===== src/rtl/pc_unit_if.sv =====
// pc_unit_if: fetch-control bus between pipeline control and the PC unit
interface pc_unit_if #(
  parameter int ADDR_W  = 32,
  parameter int STALL_W = 6
);
  logic [STALL_W-1:0] stall;
  logic               flush;
  logic [ADDR_W-1:0]  new_pc;
  logic               branch_flag;
  logic [ADDR_W-1:0]  branch_target;
  logic [ADDR_W-1:0]  pc;
  logic               ce;
  logic               redirect_pending;
  logic               misalign;
  modport master (
    output stall, flush, new_pc, branch_flag, branch_target,
    input  pc, ce, redirect_pending, misalign
  );
  modport slave (
    input  stall, flush, new_pc, branch_flag, branch_target,
    output pc, ce, redirect_pending, misalign
  );
endinterface


===== src/rtl/pc_unit.sv =====
// pc_unit: fetch PC register with flush/branch redirect and stall-deferred branch target
module pc_unit #(
  parameter int                ADDR_W    = 32,
  parameter logic [ADDR_W-1:0] RESET_VEC = '0,
  parameter int                STALL_W   = 6
) (
  input logic     clk,
  input logic     rst,
  pc_unit_if.slave bus
);
  typedef enum logic [1:0] {DISABLED, RUN, HELD} state_t;
  state_t            state_q, state_d;
  logic [ADDR_W-1:0] pc_q, pc_d, tgt_q, tgt_d;
  logic              mis_q, mis_d;
  logic              stall_f;
  assign stall_f = bus.stall[0];
  always_comb begin
    state_d = state_q;
    pc_d    = pc_q;
    tgt_d   = tgt_q;
    if (state_q == DISABLED) begin
      state_d = RUN;
      pc_d    = RESET_VEC;
    end else if (bus.flush) begin
      state_d = RUN;
      pc_d    = bus.new_pc;
    end else if (bus.branch_flag) begin
      state_d = stall_f ? HELD : RUN;
      pc_d    = stall_f ? pc_q : bus.branch_target;
      tgt_d   = stall_f ? bus.branch_target : tgt_q;
    end else if (!stall_f) begin
      state_d = RUN;
      pc_d    = (state_q == HELD) ? tgt_q : pc_q + ADDR_W'(4);
    end
    mis_d = (state_q == DISABLED) ? 1'b0 : (pc_d[1:0] != 2'b00);
  end
  always_ff @(posedge clk) begin
    if (!rst) begin
      state_q <= DISABLED;
      pc_q    <= RESET_VEC;
      mis_q   <= 1'b0;
    end else begin
      state_q <= state_d;
      pc_q    <= pc_d;
      mis_q   <= mis_d;
    end
    tgt_q <= tgt_d;
  end
  assign bus.pc               = pc_q;
  assign bus.ce               = state_q != DISABLED;
  assign bus.redirect_pending = state_q == HELD;
  assign bus.misalign         = mis_q;
endmodule


===== src/flat_wrapper.sv =====
// flat-port wrapper written by rule: the top's interface ports become plain ports
module pc_unit_flat 
#(
  parameter int                ADDR_W    = 32,
  parameter logic [ADDR_W-1:0] RESET_VEC = '0,
  parameter int                STALL_W   = 6
)
  (clk, rst, bus_stall, bus_flush, bus_new_pc, bus_branch_flag, bus_branch_target, bus_pc, bus_ce, bus_redirect_pending, bus_misalign);
  pc_unit_if #(.ADDR_W(ADDR_W), .STALL_W(STALL_W)) bus_i ();
  input logic clk;
  input logic rst;
  input wire logic [$bits(bus_i.stall)-1:0] bus_stall;
  input wire logic [$bits(bus_i.flush)-1:0] bus_flush;
  input wire logic [$bits(bus_i.new_pc)-1:0] bus_new_pc;
  input wire logic [$bits(bus_i.branch_flag)-1:0] bus_branch_flag;
  input wire logic [$bits(bus_i.branch_target)-1:0] bus_branch_target;
  output wire logic [$bits(bus_i.pc)-1:0] bus_pc;
  output wire logic [$bits(bus_i.ce)-1:0] bus_ce;
  output wire logic [$bits(bus_i.redirect_pending)-1:0] bus_redirect_pending;
  output wire logic [$bits(bus_i.misalign)-1:0] bus_misalign;
  assign bus_i.stall = bus_stall;
  assign bus_i.flush = bus_flush;
  assign bus_i.new_pc = bus_new_pc;
  assign bus_i.branch_flag = bus_branch_flag;
  assign bus_i.branch_target = bus_branch_target;
  assign bus_pc = bus_i.pc;
  assign bus_ce = bus_i.ce;
  assign bus_redirect_pending = bus_i.redirect_pending;
  assign bus_misalign = bus_i.misalign;
  pc_unit #(.ADDR_W(ADDR_W), .RESET_VEC(RESET_VEC), .STALL_W(STALL_W)) u_core (.clk(clk), .rst(rst), .bus(bus_i));
endmodule

===== config.mk =====
export PLATFORM = sky130hd
export DESIGN_NAME = pc_unit_flat
export DESIGN_NICKNAME = d
export VERILOG_FILES = /design/src/rtl/pc_unit_if.sv /design/src/rtl/pc_unit.sv /design/src/flat_wrapper.sv
export SDC_FILE = /design/constraint.sdc
export NUM_CORES = 1
export LEC_CHECK = 0
export ABC_AREA = 1
export BUFFER_PORTS_ARGS = -buffer_cell sky130_fd_sc_hd__clkbuf_2
export CAP_MARGIN = 25
export CORE_MARGIN = 10
export CORE_UTILIZATION = 46
export DETAILED_ROUTE_END_ITERATION = 7
export PLACE_DENSITY = 0.71
export SYNTH_ARGS = -nofsm -noshare
export SYNTH_HDL_FRONTEND = slang
export SYNTH_SLANG_ARGS = --single-unit

===== constraint.sdc =====
create_clock -name clk -period 6.7 [get_ports clk]
set_input_delay 1.34 -clock clk [delete_from_list [all_inputs] [get_ports clk]]
set_output_delay 1.34 -clock clk [all_outputs]
set_load 0.1 [all_outputs]

==> results.ini <==
[sta]
max_slew.worst_pin.slew_ns=1.01
final-setup-viol-count=0
slew_viol_final=0
finalHoldViolCount=0
tns_ns=0
rsz0062_at_grt=false
hold-worst-slack_ns=0.518
slew_headroom_pct=32.7
finalCritPeriodShare_pct=46.8
min_period_ns=3.14
max_freq_mhz=319
finalClockSkew_ns=0.0133

[synthesis]
async_flop_share_pct=0
synth_area_leaders=edfxtp_1 (23%), nand2_1 (19%), dfxtp_1 (17%)
synth.distinct_cells=29
yosysWarnings=0
netlist.area_leader.share_pct=23.4
seq_area_frac_synth_pct=40.5
netlist.top_cell.by_area=edfxtp_1
synth_nets=699
synth_area_um2=4110
syn_inst=624
avgSynthCellArea_um2=6.58
synth_edf_count=32
synth-seq-cells=67
ys.flop_type=dfxtp_1

[routing]
drcViolationCount=0
via_per_inst=5.06
drtIter0Drc=229
avgRoutedWirePerCell_um=14.8
first_pass_iters=7
via_count=4228
wl_um=12400
ant_nets=0

[clock_tree]
clockRootBuffer=clkbuf_8
insertion_delay_ns=0.36
cts_resized=0
hold_buffers=0
clkSlewWorstSetupHoldPaths_ns=0.07
cts_buffers=9
h-tree-depth=3
cts_sinks=67
cts_setup_buffers=0
cts_tree=built
clockBufferDepth=2

[power]
vdd_drop_max_v=0.000128
leakagePower_uw=0.00223
cellPowerDensity_nw_per_um2=207

[floorplanning]
start_util_pct=47.1
std_cell_rows=34
core_um2=8720
ioPinCount=109
die_w_um=114
die_area_um2=13100
die_y_um=114

[grt]
grt_pass1_wl_um=19900
grt_pass1_vias=4231
grtUsageTotal_pct=18.7
grt_max_degree=41
grt-ovfl-total=0
antenna_found_initial=0

[placement]
portBuffers=103
post-place-cells=819
gp_congestion=0.922
dpl.hpwl_um=9030

[setup_path]
cp-end-kind=register
crit_fanout=32
reg2reg_depth=8
arrival_ns=3.16
cp-start-kind=primary input
worstSetupPathType=primary input to register
worstPathRequired_ns=6.73

[finish]
layout_common_cells=nand2_1 (213), nor2_1 (109), clkbuf_2 (103), inv_1 (69)
fillers=892
fin_util_pct=57.0
final_cell_count_no_fill=835
antenna_cells=0
finalNetCount=797
area_growth_pct=21.1
drive_above_1_share_pct=20.1
final_common_cell=nand2_1

[status]
status=completed

[min_path]
hold_depth=2
min_path_type=register to register

[flow_run]
max_cap_violations=0

-- worst paths after layout --
| path | startpoint | to | slack (ns) |
|---|---|---|---|
| hold / removal | u_core.state_q[1]$_SDFFE_PP0P_ | u_core.state_q[1]$_SDFFE_PP0P_ | 0.52 |
| setup / recovery | bus_flush | u_core.tgt_q[26]$_DFFE_PP_ | 3.56 |
| setup reg to reg | u_core.state_q[1]$_SDFFE_PP0P_ | u_core.bus.pc[6]$_SDFFE_PP0P_ | 4.55 |
| hold reg to reg | u_core.state_q[1]$_SDFFE_PP0P_ | u_core.state_q[1]$_SDFFE_PP0P_ | 0.52 |
-- synthesized netlist by cell type (4+ instances only) --
cell type	count
o21ai_0	32
a21oi_1	23
nand3_1	35
nand2_2	5
dfxtp_1	35
clkbuf_1	20
xor2_1	7
nor2_1	109
a31oi_1	9
nor2_4	7
edfxtp_1	32
a22o_1	4
nand2_1	213
inv_1	69
-- layout make-up --
type                            count  area [um^2]  share of cell area (%)
Inverter                           71          267                    5.36
Tap cell                          108          135                    2.72
Multi-Input combinational cell    463         2090                    42.1
Sequential cell                    67         1660                    33.4
Clock inverter                      4         75.1                    1.51
Clock buffer                       12          145                    2.92
Timing Repair Buffer              110          596                    12.0
-- sequential cells by signal (all words and copies together), names as in the netlist --
signal	count
u_core.state_q	2
u_core.bus.pc	32
u_core.bus.misalign	1
u_core.tgt_q	32
-- cells by family (layout without fill, tap and decap cells) --
kind of cell	Yosys count	after routing	synth area share [%]
compound gates	76	76	10.5
xor+xnor	8	8	1.89
fa+ha+maj	1	1	0.305
buf+inv	94	197	8.69
flops	67	67	40.5
simple gates	378	378	38.2
-- power breakdown --
group	leakage, uW	total (uW)	switching, uW	internal (uW)
logic	0.00155	190	139	50.6
clock network	0.000103	382	162	220
registers	0.000577	456	14.1	442
-- metrics by stage --
stage	setup WS, ns	total power (uW)	cell area [um^2]
2_1_floorplan	2.19	598	4110
3_3_place_gp	3.12	649	4710
3_5_place_dp	3.19	655	4750
4_1_cts	3.56	1040	4970
5_1_grt	3.40	1070	4970
6_report	3.56	1030	4970
-- worst max-delay path, cell delays in order --
cell      delay, ns
clkbuf_2       0.44
nor2_1         0.22
buf_4          0.23
inv_1          0.32
nor3_2         0.24
buf_4          0.36
-- metal layers --
layer	up-vias	routed length, um	global-route usage [%]
met2	135	5920	30.6
met1	1923	5260	22.5
li1	2155	-	-
met5	-	0	0
met3	15	1050	6.50
met4	0	154	5.76
Note: power is estimated with default switching activity, not from simulation.
